==> src/rtl/mixcolumns.sv <==
// Column-serial AES-128 MixColumns stage.
//
// Captures a 16-byte state (column-major, a0 = row 0 of column 0) and computes one
// 4-byte column per clock. After four columns, all sixteen result bytes are loaded
// into b0..b15 together, and done pulses for one cycle.
//
// Ports:
//   clk       rising-edge clock
//   rst       synchronous active-high reset
//   en        start request; sampled in IDLE or DONE, ignored in CALC
//   a0..a15   input state bytes from ShiftRows
//   b0..b15   registered MixColumns result; changes only on the edge that raises done
//   done      registered one-cycle pulse when a new result is valid
//   busy      registered; high from the capture edge until the result edge
module mixcolumns (
  input  logic       clk,
  input  logic       rst,
  input  logic       en,
  input  logic [7:0] a0,
  input  logic [7:0] a1,
  input  logic [7:0] a2,
  input  logic [7:0] a3,
  input  logic [7:0] a4,
  input  logic [7:0] a5,
  input  logic [7:0] a6,
  input  logic [7:0] a7,
  input  logic [7:0] a8,
  input  logic [7:0] a9,
  input  logic [7:0] a10,
  input  logic [7:0] a11,
  input  logic [7:0] a12,
  input  logic [7:0] a13,
  input  logic [7:0] a14,
  input  logic [7:0] a15,
  output logic [7:0] b0,
  output logic [7:0] b1,
  output logic [7:0] b2,
  output logic [7:0] b3,
  output logic [7:0] b4,
  output logic [7:0] b5,
  output logic [7:0] b6,
  output logic [7:0] b7,
  output logic [7:0] b8,
  output logic [7:0] b9,
  output logic [7:0] b10,
  output logic [7:0] b11,
  output logic [7:0] b12,
  output logic [7:0] b13,
  output logic [7:0] b14,
  output logic [7:0] b15,
  output logic       done,
  output logic       busy
);

  localparam logic [1:0] StIdle = 2'd0;
  localparam logic [1:0] StCalc = 2'd1;
  localparam logic [1:0] StDone = 2'd2;

  // GF(2^8) multiply by 2 with the AES reduction polynomial.
  function automatic logic [7:0] xtime(input logic [7:0] x);
    return {x[6:0], 1'b0} ^ (x[7] ? 8'h1b : 8'h00);
  endfunction

  // Column in/out packed with row 0 in the least significant byte.
  function automatic logic [31:0] mix_col(input logic [31:0] col);
    logic [7:0] x0, x1, x2, x3;
    logic [7:0] r0, r1, r2, r3;
    x0 = col[7:0];
    x1 = col[15:8];
    x2 = col[23:16];
    x3 = col[31:24];
    r0 = xtime(x0) ^ (xtime(x1) ^ x1) ^ x2 ^ x3;
    r1 = x0 ^ xtime(x1) ^ (xtime(x2) ^ x2) ^ x3;
    r2 = x0 ^ x1 ^ xtime(x2) ^ (xtime(x3) ^ x3);
    r3 = (xtime(x0) ^ x0) ^ x1 ^ x2 ^ xtime(x3);
    return {r3, r2, r1, r0};
  endfunction

  logic [1:0]   state_q, state_d;
  logic [1:0]   col_q, col_d;
  logic [127:0] in_q, in_d;
  logic [127:0] res_q, res_d;
  logic [127:0] b_q, b_d;
  logic         done_q, done_d;
  logic         busy_q, busy_d;
  logic [127:0] a_flat;
  logic [31:0]  col_res;

  assign a_flat = {a15, a14, a13, a12, a11, a10, a9, a8, a7, a6, a5, a4, a3, a2, a1, a0};
  assign col_res = mix_col(in_q[32*col_q +: 32]);

  always_comb begin
    state_d = state_q;
    col_d   = col_q;
    in_d    = in_q;
    res_d   = res_q;
    b_d     = b_q;
    done_d  = 1'b0;
    busy_d  = busy_q;
    case (state_q)
      // DONE accepts a new block just like IDLE, giving back-to-back operation.
      StIdle, StDone: begin
        if (en) begin
          in_d    = a_flat;
          col_d   = 2'd0;
          busy_d  = 1'b1;
          state_d = StCalc;
        end else begin
          busy_d  = 1'b0;
          state_d = StIdle;
        end
      end
      StCalc: begin
        res_d[32*col_q +: 32] = col_res;
        if (col_q == 2'd3) begin
          // Column 3 bypasses the result register so b loads on this same edge.
          b_d     = {col_res, res_q[95:0]};
          done_d  = 1'b1;
          busy_d  = 1'b0;
          state_d = StDone;
        end else begin
          col_d = col_q + 2'd1;
        end
      end
      default: begin
        busy_d  = 1'b0;
        state_d = StIdle;
      end
    endcase
  end

  always_ff @(posedge clk) begin
    if (rst) begin
      state_q <= StIdle;
      col_q   <= 2'd0;
      in_q    <= '0;
      res_q   <= '0;
      b_q     <= '0;
      done_q  <= 1'b0;
      busy_q  <= 1'b0;
    end else begin
      state_q <= state_d;
      col_q   <= col_d;
      in_q    <= in_d;
      res_q   <= res_d;
      b_q     <= b_d;
      done_q  <= done_d;
      busy_q  <= busy_d;
    end
  end

  assign done = done_q;
  assign busy = busy_q;

  assign b0  = b_q[7:0];
  assign b1  = b_q[15:8];
  assign b2  = b_q[23:16];
  assign b3  = b_q[31:24];
  assign b4  = b_q[39:32];
  assign b5  = b_q[47:40];
  assign b6  = b_q[55:48];
  assign b7  = b_q[63:56];
  assign b8  = b_q[71:64];
  assign b9  = b_q[79:72];
  assign b10 = b_q[87:80];
  assign b11 = b_q[95:88];
  assign b12 = b_q[103:96];
  assign b13 = b_q[111:104];
  assign b14 = b_q[119:112];
  assign b15 = b_q[127:120];

endmodule

==> config.mk <==
export PLATFORM = sky130hd
export DESIGN_NAME = mixcolumns
export DESIGN_NICKNAME = d
export VERILOG_FILES = /design/src/rtl/mixcolumns.sv
export SDC_FILE = /design/constraint.sdc
export NUM_CORES = 1
export LEC_CHECK = 0
export ABC_CLOCK_PERIOD_IN_PS = 5700
export BUFFER_PORTS_ARGS = -buffer_cell sky130_fd_sc_hd__buf_2
export CORE_AREA = 2 2 157 159
export DETAILED_ROUTE_END_ITERATION = 8
export DIE_AREA = 0 0 159 161
export GPL_TIMING_DRIVEN = 1
export PLACE_DENSITY = 0.84
export SLEW_MARGIN = 20
export SYNTH_ARGS = -nofsm -noshare
export SYNTH_HDL_FRONTEND = slang
export SYNTH_SLANG_ARGS = --single-unit
==> constraint.sdc <==
create_clock -name clk -period 5.7 [get_ports clk]
set_input_delay 0.57 -clock clk [delete_from_list [all_inputs] [get_ports clk]]
set_output_delay 0.57 -clock clk [all_outputs]
set_load 0.02 [all_outputs]
==> flow_summary.json <==
{
  "status": "finished, final reports clean",
  "yosysTopAreaCell": "dfxtp_1",
  "yosys.cell_count.top_type": "nand2_1",
  "routabilityCongestion": 0.886,
  "grt_pass1_vias": 11195,
  "synth_edf_count": 0,
  "cts_buffers": 35,
  "synth_top_family_by_area": "compound AO/OA/AOI/OAI gates",
  "synth_cell_type_count": 36,
  "yosys-top-cells-area": "dfxtp_1 (51%), nand2_1 (12%), a21oi_1 (8.2%)",
  "synthAdderAreaFrac_pct": 0.443,
  "cp-end-kind": "register",
  "tns_ns": 0,
  "io_pins": 261,
  "synth_cells": 1453,
  "max_stage_delay_ns": 0.96,
  "area_delta_synth_final_pct": 18.6,
  "synthSimpleGateAreaFrac_pct": 14.6,
  "synth_warnings": 0,
  "drt_first_pass_iters": 5,
  "worst_slew_pin_slew_ns": 1.11,
  "post_cts_buffers": 0,
  "synthesis.area_per_instance_sq_um": 9.71,
  "multi_input_area_sq_um": 6500,
  "critPathSlowestCell": "dfxtp_2",
  "synthTopCellsByCount": "nand2_1 (455), dfxtp_1 (358), a21oi_1 (230)",
  "asyncSetResetFlopFracSynth_pct": 0,
  "wl_met2_mm": 18.3,
  "initial_utilization_pct": 58.9,
  "placed_cells_incl_taps": 1937,
  "cts-root-buf": "clkbuf_16",
  "p_seq_share_pct": 44.7,
  "drive_gt1_share_pct": 22.9,
  "cp_cell_sequence": "buf_4 -> mux4_2 -> xor2_2 -> xnor3_1 -> a22o_1",
  "crit_fanout": 27,
  "critPathBufInv": 1,
  "regArea_sq_um": 7170,
  "synth_area_sq_um": 14100,
  "via_per_inst": 5.80,
  "syn_nets": 1589,
  "cp.required_ns": 6.10,
  "wl_per_cell_um": 19.4,
  "numPortBuffers": 260,
  "wl_met1_mm": 15.9,
  "yosysSeqAreaShare_pct": 50.8,
  "hold_path.class": "primary input to register",
  "finalSetupViolations": 0,
  "cp.arrival_ns": 3.57,
  "netlist.area_leader.share_pct": 50.8,
  "synth_ff_type": "dfxtp_1",
  "cts_max_path_buffers": 3,
  "wl_met3_mm": 3.40,
  "fmax_mhz": 316,
  "ctsResizeCount": 0,
  "slew_violations": 0,
  "rsz0062_at_grt": "false",
  "hpwl_mm": 25.9,
  "clkTransAtPathRegs_ns": 0.07,
  "overflow": 0,
  "slew_headroom_pct": 25.8,
  "remaining_drc_errors": 0,
  "maxCapViolCount": 0,
  "antenna_left": 0,
  "die_w_um": 159,
  "antenna_found_initial": 1,
  "fin_crit_sh_pct": 55.5,
  "die_y_um": 161,
  "hold_buffers": 0,
  "hold_viol_final": 0,
  "place_area_sq_um": 15500,
  "fin_skew_ns": 0.0130,
  "switching_power_uw": 1480,
  "first_iter_violations": 1194,
  "sw_frac_of_total_pct": 25.1,
  "power.leakage_uw": 0.00722,
  "synth_compound_area_share_pct": 15.8,
  "fin_area_sq_um": 16700,
  "clock_power_share_pct": 41.4,
  "critPathTopFamily": "flip-flops",
  "p_int_uw": 4420,
  "cts_tree": "built",
  "n_fill_cell": 1753,
  "power_density_nw_per_um2": 353,
  "clk_latency_ns": 0.51,
  "period_minus_slack_ns": 3.17,
  "final_nets": 1786,
  "synth_seq_cells": 358,
  "cts_max_level": 2,
  "crit_type": "register to register",
  "grt_pass1_wl_mm": 61.0,
  "core.rowCount": 57,
  "synth_mux_area_share_pct": 5.13,
  "grt_max_degree": 120,
  "cp-start-kind": "register",
  "vdd.ir_drop.worst_mv": 0.200,
  "die-area_sq_um": 25600,
  "finalNonFillerCells": 2001,
  "cts.sinks": 358,
  "top_layer": "met4",
  "comb_power_share_pct": 13.9,
  "drt_wl_total_mm": 38.9,
  "synthXorXnorAreaFrac_pct": 9.76,
  "core_sq_um": 24000,
  "dr_total_vias": 11611,
  "track_usage_pct": 29.9
}
## worst paths after layout
| check | cells past startpoint | to | slack [ns] | startpoint |
|---|---|---|---|---|
| setup / recovery | 5 | res_q[61] | 2.53 | col_q[1] |
| hold / removal | 3 | in_q[105] | 0.29 | a13[1] |
| setup reg to reg | 5 | res_q[61] | 2.53 | col_q[1] |
| hold reg to reg | 2 | b_q[93] | 0.45 | b_q[93] |
## kinds of logic (layout without fill, tap and decap cells)
group	Yosys count	count (layout)
simple gates	507	507
compound gates	358	358
flops	358	358
buf+inv	117	340
xor+xnor	76	76
mux	32	32
fa+ha+maj	5	5
other cells	0	1
## worst min-delay path: stages
cell and delay (ns):
buf_2 0.09, nand2_1 0.05, a21oi_1 0.05
## layout make-up
type / count / area share, %
multi-input combinational: 978 / 38.8
timing repair buffer: 275 / 8.52
clock inverter: 8 / 0.890
tap: 324 / 2.42
sequential: 358 / 42.8
antenna: 1 / 0.0149
clock buffer: 55 / 6.47
inverter: 2 / 0.0448
## power by group through the flow
stage	Clock (uW)	Sequential, uW	Combinational [uW]
6_report	2440	2640	822
5_1_grt	2560	2640	866
3_5_place_dp	0	2690	797
2_1_floorplan	0	2660	569
4_1_cts	2460	2630	807
3_3_place_gp	0	2680	781
## per-stage QoR
stage               hold slack, ns  util (%)  power (uW)  worst slack, ns
floorplan                    0.420         -        3230             3.31
global placement             0.438      64.7        3470             2.58
detailed placement           0.437      64.7        3480             2.53
CTS                          0.279      69.8        5900             2.51
global route                 0.296      69.9        6070             2.32
finish                       0.294      69.9        5900             2.53
## sequential cells by signal, summed over array words and instances (netlist names)
name	count
b_q	128
in_q	128
res_q	96
col_q	2
state_q	2
busy	1
done	1
## layer usage
layer	up-vias	global-route usage [%]
met3	91	5.57
met1	5581	39.8
met2	589	48.7
met5	-	0
li1	5350	-
met4	0	11.9
## placed cells by master (no fill, tap or decap), drive strengths merged, types with 9 or more instances in the layout
cell,synthesis,routed
a21oi,230,230
nor3b,32,32
dfxtp,358,358
xnor3,37,37
clkbuf,96,56
nand2,455,455
mux4,32,32
a22o,93,93
a21o,31,31
xnor2,25,25
xor2,9,9
buf,19,274
(Power assumes the default switching activity.)
